### src/rtl/req_arbiter.sv
// Eight-requester arbiter with hold-time limit; registered one-hot grant.
// Define ROUND_ROBIN_EN to rotate priority after each grant (default: fixed, bit 7 highest).
module req_arbiter #(
  parameter int TIMEOUT = 16
) (
  input  logic       clk,
  input  logic       rst,
  input  logic [7:0] req,
  input  logic       done,
  output logic [7:0] grant,
  output logic [2:0] grant_id,
  output logic       grant_valid,
  output logic       timeout
);

  typedef enum logic {S_IDLE, S_BUSY} state_t;

  localparam logic [7:0] CNT_MAX = 8'(TIMEOUT - 1);

  state_t     r_state, w_state_nxt;
  logic [7:0] r_grant, w_grant_nxt;
  logic [2:0] r_grant_id, w_grant_id_nxt;
  logic       r_grant_valid, w_grant_valid_nxt;
  logic       r_timeout, w_timeout_nxt;
  logic [7:0] r_cnt, w_cnt_nxt;
  logic [2:0] w_win;

`ifdef ROUND_ROBIN_EN
  logic [2:0] r_last, w_last_nxt;

  // Search last-1, last-2, ... last; the nearest hit below last wins.
  function automatic logic [2:0] pick_winner(input logic [7:0] r, input logic [2:0] last);
    logic [2:0] id;
    id = '0;
    for (int d = 8; d >= 1; d--) begin
      if (r[3'(last - 3'(d))]) id = 3'(last - 3'(d));
    end
    return id;
  endfunction

  assign w_win = pick_winner(req, r_last);
`else
  function automatic logic [2:0] pick_winner(input logic [7:0] r);
    logic [2:0] id;
    id = '0;
    for (int i = 0; i < 8; i++) begin
      if (r[i]) id = 3'(i);
    end
    return id;
  endfunction

  assign w_win = pick_winner(req);
`endif

  always_comb begin
    w_state_nxt       = r_state;
    w_grant_nxt       = r_grant;
    w_grant_id_nxt    = r_grant_id;
    w_grant_valid_nxt = r_grant_valid;
    w_timeout_nxt     = 1'b0;
    w_cnt_nxt         = r_cnt;
`ifdef ROUND_ROBIN_EN
    w_last_nxt        = r_last;
`endif
    case (r_state)
      S_IDLE: begin
        w_grant_nxt       = 8'h00;
        w_grant_id_nxt    = 3'd0;
        w_grant_valid_nxt = 1'b0;
        w_cnt_nxt         = 8'd0;
        if (|req) begin
          w_grant_nxt       = 8'h01 << w_win;
          w_grant_id_nxt    = w_win;
          w_grant_valid_nxt = 1'b1;
          w_state_nxt       = S_BUSY;
`ifdef ROUND_ROBIN_EN
          w_last_nxt        = w_win;
`endif
        end
      end
      S_BUSY: begin
        if (done || !req[r_grant_id] || (r_cnt == CNT_MAX)) begin
          // A normal release takes precedence, so timeout only fires when nothing else ended the grant.
          w_timeout_nxt     = !done && req[r_grant_id];
          w_grant_nxt       = 8'h00;
          w_grant_id_nxt    = 3'd0;
          w_grant_valid_nxt = 1'b0;
          w_cnt_nxt         = 8'd0;
          w_state_nxt       = S_IDLE;
        end else begin
          w_cnt_nxt = r_cnt + 8'd1;
        end
      end
      default: w_state_nxt = S_IDLE;
    endcase
  end

  always_ff @(posedge clk) begin
    if (rst) begin
      r_state       <= S_IDLE;
      r_grant       <= 8'h00;
      r_grant_id    <= 3'd0;
      r_grant_valid <= 1'b0;
      r_timeout     <= 1'b0;
      r_cnt         <= 8'd0;
`ifdef ROUND_ROBIN_EN
      r_last        <= 3'd0;
`endif
    end else begin
      r_state       <= w_state_nxt;
      r_grant       <= w_grant_nxt;
      r_grant_id    <= w_grant_id_nxt;
      r_grant_valid <= w_grant_valid_nxt;
      r_timeout     <= w_timeout_nxt;
      r_cnt         <= w_cnt_nxt;
`ifdef ROUND_ROBIN_EN
      r_last        <= w_last_nxt;
`endif
    end
  end

  assign grant       = r_grant;
  assign grant_id    = r_grant_id;
  assign grant_valid = r_grant_valid;
  assign timeout     = r_timeout;

endmodule
### config.mk
export PLATFORM = sky130hd
export DESIGN_NAME = req_arbiter
export DESIGN_NICKNAME = d
export VERILOG_FILES = /design/src/rtl/req_arbiter.sv
export SDC_FILE = /design/constraint.sdc
export NUM_CORES = 1
export LEC_CHECK = 0
export ABC_AREA = 1
export CAP_MARGIN = 20
export CORE_MARGIN = 2
export CORE_UTILIZATION = 52
export DETAILED_ROUTE_END_ITERATION = 10
export PLACE_DENSITY = 0.82
export SLEW_MARGIN = 0
export SYNTH_ARGS = -nofsm -noshare
export SYNTH_HDL_FRONTEND = slang
export SYNTH_SLANG_ARGS = --single-unit
export TNS_END_PERCENT = 100
### constraint.sdc
create_clock -name clk -period 2.1 [get_ports clk]
set_clock_uncertainty 0.05 [all_clocks]
set_input_delay 0.315 -clock clk [delete_from_list [all_inputs] [get_ports clk]]
set_output_delay 0.315 -clock clk [all_outputs]
set_load 0.05 [all_outputs]
==> results of run 1 <==
==> cell families after synthesis <==
family | Yosys count | share of synthesized area (%)
adders and majority gates | 1 | 1.17
buffers and inverters | 33 | 12.3
DFF | 22 | 41.4
xor gates and xnor gates | 5 | 4.11
and+or+nand+nor | 75 | 32.3
AOI/OAI and AO/OA | 15 | 8.70
==> report_power, final <==
group	total, mW	leakage (nW)	switching, mW	internal (mW)
Sequential	0.445	0.179	0.0127	0.432
Clock	0.322	0.0279	0.129	0.193
Combinational	0.182	0.354	0.117	0.0656
Total	0.949	0.561	0.258	0.691
==> worst min path at each step <==
| stage | cells after the start | from | slack, ns | to |
|---|---|---|---|---|
| 2_1_floorplan | 1 | rst | 0.33 | grant[2] |
| 3_3_place_gp | 1 | r_cnt[0] | 0.38 | r_cnt[0] |
| 3_5_place_dp | 1 | r_cnt[0] | 0.39 | r_cnt[0] |
| 4_1_cts | 1 | r_cnt[0] | 0.41 | r_cnt[0] |
| 5_1_grt | 1 | r_cnt[0] | 0.46 | r_cnt[0] |
| 6_report | 1 | r_cnt[0] | 0.41 | r_cnt[0] |
==> layer usage <==
layer	share of wire, %	vias up	wire (µm)
li1	-	526	-
met4	0.56	0	13
met5	0	-	0
met1	48	479	1110
met2	48	25	1100
met3	3.7	2	84
==> Yosys cell counts, drive strengths merged <==
cell type	count	share of area (%)
nor3	2	0.94
o21ai	10	4.7
inv	32	11
xor2	4	3.3
nand3b	1	0.71
xnor2	1	0.82
nand4	5	4.3
nor4	1	0.59
buf	1	1.1
nand3	17	8.0
nand2	27	9.8
o21bai	1	1.8
nor2	22	8.0
dfxtp	22	41
ha	1	1.2
a21oi	4	2.2
==> layout by cell type, fill, tap and decap left out, drive strengths merged <==
| master | synthesis | final |
|---|---|---|
| nand3 | 17 | 17 |
| ha | 1 | 1 |
| bufinv | 0 | 1 |
| clkdlybuf4s50 | 0 | 23 |
| xnor2 | 1 | 1 |
| o21bai | 1 | 1 |
| inv | 32 | 32 |
| nand3b | 1 | 1 |
| nor2 | 22 | 22 |
| clkbuf | 0 | 3 |
| nand2 | 27 | 27 |
| nor4 | 1 | 1 |
| o21ai | 10 | 10 |
| dfxtp | 22 | 22 |
| a21oi | 4 | 4 |
| nand4 | 5 | 5 |
| xor2 | 4 | 4 |
| nor3 | 2 | 2 |
==> state kept, by name, summed over array words and instances (netlist names) <==
name	cells
grant	8
r_cnt	8
grant_id	3
grant_valid	1
r_state	1
timeout	1
==> through the flow <==
stage          power, mW  worst slack [ns]
2_1_floorplan      0.573             0.412
3_3_place_gp       0.631             0.232
3_5_place_dp       0.636             0.154
4_1_cts            0.956             0.115
5_1_grt            0.992            0.0563
6_report           0.949             0.126
==> area by class of cell <==
type	instances	area, µm²	share of cell area, %
inverters	32	120	8.77
multi-input cells	96	493	36.0
repair buffers	23	230	16.8
clock inverters	1	30.0	2.19
well taps	27	33.8	2.47
clock buffers	3	22.5	1.64
flip-flops and latches	22	440	32.1
==> impl_table.tex, run 1 <==
\begin{tabular}{lr}
\hline
Metric & Value \\
\hline
\multicolumn{2}{l}{\textbf{Status}} \\
\quad Outcome & completed \\
\multicolumn{2}{l}{\textbf{Clock tree}} \\
\quad H-tree Lvls & 1 \\
\quad Clock root buffer master & sky130\_fd\_sc\_hd\_\_clkbuf\_4 \\
\quad Clock tree from TritonCTS & yes \\
\quad Clock-pin slew on the worst setup and hold paths & 0.12 ns \\
\quad Number of buffers inserted by post-CTS setup repair & 0 \\
\quad Largest buffer count on any clock path & 2 \\
\quad Sinks on the clock net & 22 \\
\quad CTS-repair resized insts & 0 \\
\quad Clock latency on the worst-skew pair & 0.31 ns \\
\quad CTS Hold Bufs & 0 \\
\quad Number of buffers inserted during clock tree synthesis & 3 \\
\multicolumn{2}{l}{\textbf{Routing}} \\
\quad Detailed router's first-iteration violation count & 16 \\
\quad Number of nets with antenna violations after routing & 0 \\
\quad Drt first pass iters & 4 \\
\quad Vias/cell & 5.06 \\
\quad Mean routed wirelength per cell & 11.3 µm \\
\quad DRC Markers & 0 \\
\quad Overall routed net length & 2.30 mm \\
\quad Vias after detailed routing & 1032 \\
\multicolumn{2}{l}{\textbf{GRT}} \\
\quad Pin count of the biggest net entering global routing & 20 \\
\quad Total global-route track usage & 21.4\% \\
\quad Wire length of the first global-routing pass & 4.11 mm \\
\quad Routing usage on met3 & 3.99\% \\
\quad Number of antenna violations at the first check in global routing & 0 \\
\quad Met2 Track Usage GR & 36.3\% \\
\quad Via count of the first global-routing pass & 976 \\
\quad Fraction of met1 tracks used by global routing & 27.1\% \\
\quad Busiest metal layer after global routing & met2 \\
\quad Gr ovfl total & 0 \\
\multicolumn{2}{l}{\textbf{Yosys}} \\
\quad Area of the mapped netlist & 0.00106 mm² \\
\quad Yosys reg bits & 22 \\
\quad Cells after synthesis & 151 \\
\quad Sequential-to-total area share from yosys stat & 41.4\% \\
\quad Mean instance size in the synthesized netlist & 7.05 µm² \\
\quad Number of synthesis warnings & 0 \\
\quad Number of distinct library cell variants in the gate-level netlist after synthesis & 21 \\
\quad Synthesized netlist net count & 163 \\
\multicolumn{2}{l}{\textbf{Finish}} \\
\quad Final non-filler cell total & 204 \\
\quad Synth-to-Final Area Change & 28.7\% \\
\quad NumNets Final & 190 \\
\quad Final design area excluding fillers & 0.00137 mm² \\
\quad Post-layout util & 70.6\% \\
\quad Antenna cells & 0 \\
\quad Number of filler instances in the final layout & 166 \\
\quad Share of post-route cells with drive strength above 1 & 5.65\% \\
\multicolumn{2}{l}{\textbf{Floorplan}} \\
\quad Die outline height & 49.3 µm \\
\quad Num rows & 16 \\
\quad I/O pin total & 24 \\
\quad Die ar. & 0.00243 mm² \\
\quad DIE WIDTH & 49.3 µm \\
\quad Floorplan Core Area & 0.00194 mm² \\
\quad Effective utilization at floorplan & 54.8\% \\
\multicolumn{2}{l}{\textbf{Placement}} \\
\quad Placed Cells incl. Taps & 200 \\
\quad Number of input and output port buffers inserted & 23 \\
\quad Final weighted congestion in routability-driven placement & 0.830 \\
\quad Cell area after placement & 0.00132 mm² \\
\quad Post-detail-place hpwl & 1.78 mm \\
\multicolumn{2}{l}{\textbf{Flow run}} \\
\quad Max-cap check violation count & 0 \\
\multicolumn{2}{l}{\textbf{Timing}} \\
\quad Worst-Margin Slew & 0.501 ns \\
\quad Normalized max-slew margin & 66.3\% \\
\quad Total negative slack for setup checks & 0 ns \\
\quad Min cycle time layout & 1.97 ns \\
\quad Count of final hold-check violations & 0 \\
\quad Period utilisation layout & 94.0\% \\
\quad Max Clk Rate & 506 MHz \\
\quad Hold Worst Slack & 0.409 ns \\
\quad Count of endpoints failing setup in the final report & 0 \\
\quad Total count of max-transition violations in the final report & 0 \\
\quad Unrepaired setup endpoints after global routing & no \\
\multicolumn{2}{l}{\textbf{Critical path}} \\
\quad Ordered cell list for the critical path & clkdlybuf4s50\_1 \\
\quad Setup crit start kind & flip-flop \\
\quad Arrival time at the worst endpoint & 1.61 ns \\
\quad Crit-path leading delay family & buffers and inverters \\
\quad Number of cell instances on the worst register-to-register path & 6 \\
\quad Buffer and inverter count on the worst path & 1 \\
\quad Internal reg-to-reg setup slack & 0.39 ns \\
\quad Crit path depth & 1 \\
\quad Termination of the worst setup path & grant\_id[0] \\
\quad Path type of the worst setup path & reg -> out \\
\quad Delay of the slowest cell on the worst path & 0.84 ns \\
\quad Crit. End Element & primary output \\
\quad Largest fanout on the critical path & 6 \\
\quad Cell with the biggest individual delay on the critical path & sky130\_fd\_sc\_hd\_\_clkdlybuf4s50\_1 \\
\quad First element of the critical path & grant\_id[0] \\
\quad Critical Path RT & 1.74 ns \\
\quad R2r startpoint & r\_cnt[0] \\
\quad Terminus of the critical flop-to-flop path & grant[5] \\
\multicolumn{2}{l}{\textbf{Hold path}} \\
\quad Classification of the worst-slack hold path & reg -> reg \\
\multicolumn{2}{l}{\textbf{Power and ir drop}} \\
\quad Power density relative to cell area & 693 mW/mm² \\
\quad Worst vdd rail ir drop & 0.544 mV \\
\quad Leakage power & 0.561 nW \\
\hline
\end{tabular}
Note: power is estimated with default switching activity, not from simulation.
==> inputs of run 2 (changes only) <==
CORE_UTILIZATION = 55   (was 52)
CTS_BUF_LIST = sky130_fd_sc_hd__clkbuf_2   (was unset)
PLACE_DENSITY = 0.86   (was 0.82)
==> run 2 against run 1 <==
Setup slack got worse by 0.084 ns. Clock power fell by 48%. Hold slack improved by 0.013 ns. Critical endpoint unchanged.
==> impl_table.tex, run 2 (same netlist as run 1, synthesis figures left out) <==
\begin{tabular}{lr}
\hline
Metric & Value \\
\hline
\multicolumn{2}{l}{\textbf{Critical path}} \\
\quad Path type of the worst setup path & reg -> out \\
\quad Largest fanout on the critical path & 6 (unchanged) \\
\quad Terminus of the critical flop-to-flop path & grant[4] \\
\quad Delay of the slowest cell on the worst path & 0.86 ns (+0.02 ns) \\
\quad R2r startpoint & r\_cnt[0] \\
\quad Ordered cell list for the critical path & clkdlybuf4s50\_1 \\
\quad Termination of the worst setup path & grant\_id[0] \\
\quad Setup crit start kind & flip-flop \\
\quad Crit-path leading delay family & buffers and inverters \\
\quad First element of the critical path & grant\_id[0] \\
\quad Crit. End Element & primary output \\
\quad Critical Path RT & 1.74 ns (about the same) \\
\quad Arrival time at the worst endpoint & 1.69 ns (+0.08 ns) \\
\quad Buffer and inverter count on the worst path & 1 (unchanged) \\
\quad Internal reg-to-reg setup slack & 0.40 ns (about the same) \\
\quad Number of cell instances on the worst register-to-register path & 6 (unchanged) \\
\quad Crit path depth & 1 (unchanged) \\
\quad Cell with the biggest individual delay on the critical path & sky130\_fd\_sc\_hd\_\_clkdlybuf4s50\_1 \\
\multicolumn{2}{l}{\textbf{Placement}} \\
\quad Post-detail-place hpwl & 1.80 mm (+1.2\%) \\
\quad Pre-CTS WS & 0.160 ns (+0.00567 ns) \\
\quad Number of input and output port buffers inserted & 23 (unchanged) \\
\quad Placed Cells incl. Taps & 198 (-1.0\%) \\
\quad Final weighted congestion in routability-driven placement & 0.881 (+6.2\%) \\
\multicolumn{2}{l}{\textbf{Timing}} \\
\quad Max Clk Rate & 486 MHz (-4.1\%) \\
\quad Min cycle time layout & 2.06 ns (+0.0841 ns) \\
\quad Total negative slack for setup checks & 0 ns (unchanged) \\
\quad Total count of max-transition violations in the final report & 0 (unchanged) \\
\quad Final critical-path setup slack & 0.0414 ns (-0.0841 ns) \\
\quad Count of final hold-check violations & 0 (unchanged) \\
\quad Normalized max-slew margin & 66.1\% (-0.21 points) \\
\quad Worst-Margin Slew & 0.507 ns (+0.00680 ns) \\
\quad Period utilisation layout & 98.0\% (+4.0 points) \\
\quad Count of endpoints failing setup in the final report & 0 (unchanged) \\
\quad Unrepaired setup endpoints after global routing & no \\
\multicolumn{2}{l}{\textbf{GRT}} \\
\quad Total global-route track usage & 22.4\% (+1.1 points) \\
\quad Number of antenna violations at the first check in global routing & 0 (unchanged) \\
\quad Fraction of met1 tracks used by global routing & 30.5\% (+3.4 points) \\
\quad Busiest metal layer after global routing & met2 \\
\quad Gr ovfl total & 0 (unchanged) \\
\quad Via count of the first global-routing pass & 839 (-14\%) \\
\quad Routing usage on met3 & 4.53\% (+0.54 points) \\
\quad Wire length of the first global-routing pass & 3.57 mm (-13\%) \\
\quad Pin count of the biggest net entering global routing & 20 (unchanged) \\
\quad Met2 Track Usage GR & 34.4\% (-1.9 points) \\
\multicolumn{2}{l}{\textbf{Finish}} \\
\quad Highest-count cells in the layout ignoring fill and taps & sky130\_fd\_sc\_hd\_\_inv\_1 (31), sky130\_fd\_sc\_hd\_\_nand2\_1 (26), sky130\_fd\_sc\_hd\_\_clkdlybuf4s50\_1 (23) \\
\quad Synth-to-Final Area Change & 25.3\% \\
\quad Final non-filler cell total & 202 (-0.98\%) \\
\quad Share of post-route cells with drive strength above 1 & 5.08\% (-0.56 points) \\
\quad NumNets Final & 190 (unchanged) \\
\quad Antenna cells & 0 (unchanged) \\
\quad Number of filler instances in the final layout & 147 (-11\%) \\
\quad Most common library cell in the layout ignoring fill and taps & sky130\_fd\_sc\_hd\_\_inv\_1 \\
\multicolumn{2}{l}{\textbf{Floorplan}} \\
\quad DIE WIDTH & 48 µm (-2.5\%) \\
\quad Die ar. & 0.00230 mm² (-5.0\%) \\
\quad Num rows & 15 (-1) \\
\quad Die outline height & 48 µm (-2.5\%) \\
\quad I/O pin total & 24 (unchanged) \\
\quad Effective utilization at floorplan & 59.7\% (+4.9 points) \\
\quad Floorplan Core Area & 0.00178 mm² (-8.2\%) \\
\multicolumn{2}{l}{\textbf{Clock tree}} \\
\quad CTS-repair resized insts & 0 (unchanged) \\
\quad Clock tree from TritonCTS & yes \\
\quad Clock-pin slew on the worst setup and hold paths & 0.20 ns (+0.08 ns) \\
\quad Number of buffers inserted during clock tree synthesis & 3 (unchanged) \\
\quad Clock latency on the worst-skew pair & 0.34 ns (+0.03 ns) \\
\quad Clock root buffer master & sky130\_fd\_sc\_hd\_\_clkbuf\_2 \\
\quad Number of buffers inserted by post-CTS setup repair & 0 (unchanged) \\
\quad H-tree Lvls & 1 (unchanged) \\
\quad Sinks on the clock net & 22 (unchanged) \\
\quad Largest buffer count on any clock path & 2 (unchanged) \\
\quad CTS Hold Bufs & 0 (unchanged) \\
\multicolumn{2}{l}{\textbf{Routing}} \\
\quad Vias after detailed routing & 979 (-5.1\%) \\
\quad Number of nets with antenna violations after routing & 0 (unchanged) \\
\quad Detailed router's first-iteration violation count & 17 (+1) \\
\quad Mean routed wirelength per cell & 11.1 µm (-1.3\%) \\
\quad Drt first pass iters & 4 (unchanged) \\
\quad DRC Markers & 0 (unchanged) \\
\quad Vias/cell & 4.85 (-4.2\%) \\
\quad Overall routed net length & 2.25 mm (-2.3\%) \\
\multicolumn{2}{l}{\textbf{Power and ir drop}} \\
\quad Relative contribution of the clock network to total power & 21.3\% (-13 points) \\
\quad Worst vdd rail ir drop & 0.389 mV (-29\%) \\
\quad Leakage power & 0.547 nW (-2.5\%) \\
\quad Int Power & 0.540 mW (-22\%) \\
\quad Combinational share of power & 22.8\% (+3.6 points) \\
\quad Switching power & 0.257 mW (-0.74\%) \\
\quad Sequential share of power & 56.0\% (+9.1 points) \\
\quad Power density relative to cell area & 597 mW/mm² (-14\%) \\
\quad Sw Ratio & 32.2\% (+5.0 points) \\
\multicolumn{2}{l}{\textbf{Flow run}} \\
\quad Max-cap check violation count & 0 (unchanged) \\
\multicolumn{2}{l}{\textbf{Status}} \\
\quad Outcome & completed \\
\multicolumn{2}{l}{\textbf{Hold path}} \\
\quad Classification of the worst-slack hold path & reg -> reg \\
\hline
\end{tabular}
-- run 2: changes by cell type in the layout (fill, tap and decap cells not counted) --
| cell | previous run | this run |
|---|---|---|
| sky130_fd_sc_hd__bufinv_16 | 1 | 0 |
| sky130_fd_sc_hd__clkbuf_4 | 3 | 0 |
| sky130_fd_sc_hd__clkinv_1 | 0 | 1 |
| sky130_fd_sc_hd__clkbuf_2 | 0 | 3 |
-- run 2: final cells by class --
type                       count  area [µm²]  share of cell area [%]
multi-input combinational     96         493                    37.0
sequential                    22         440                    33.0
timing repair buffer          23         230                    17.3
inverter                      32         120                    9.01
tap                           25        31.3                    2.35
clock buffer                   3        15.0                    1.13
clock inverter                 1        3.75                   0.281
-- run 2: how the worst min path moves through the flow --
stage	startpoint	endpoint	cells after the start
floorplan	rst	grant[2]	1
global placement	r_cnt[0]	r_cnt[0]	1
detailed placement	r_cnt[0]	r_cnt[0]	1
CTS	r_cnt[0]	r_cnt[0]	1
global route	r_state	timeout	2
finish	r_cnt[0]	r_cnt[0]	1
-- run 2: layer usage --
| layer | part of all wire, % | vias to the layer above |
|---|---|---|
| met5 | 0 | - |
| met4 | 1.6 | 0 |
| met3 | 2.3 | 5 |
| li1 | - | 530 |
| met1 | 49 | 428 |
| met2 | 47 | 16 |
-- run 2: power groups by stage --
stage | registers (mW) | logic, mW | clock network, mW
floorplan | 0.494 | 0.0795 | 0
global placement | 0.453 | 0.177 | 0
detailed placement | 0.454 | 0.181 | 0
CTS | 0.446 | 0.182 | 0.176
global route | 0.448 | 0.198 | 0.189
finish | 0.446 | 0.181 | 0.169
-- run 2: metrics by stage --
| step | total power [mW] | util, % | hold slack (ns) | instance area (µm²) |
|---|---|---|---|---|
| floorplan | 0.573 | - | 0.334 | 1060 |
| finish | 0.797 | 74.8 | 0.423 | 1330 |
| global route | 0.836 | 74.8 | 0.451 | 1330 |
| detailed placement | 0.635 | 73.8 | 0.403 | 1320 |
| CTS | 0.803 | 74.8 | 0.426 | 1330 |
| global placement | 0.631 | 73.8 | 0.381 | 1320 |
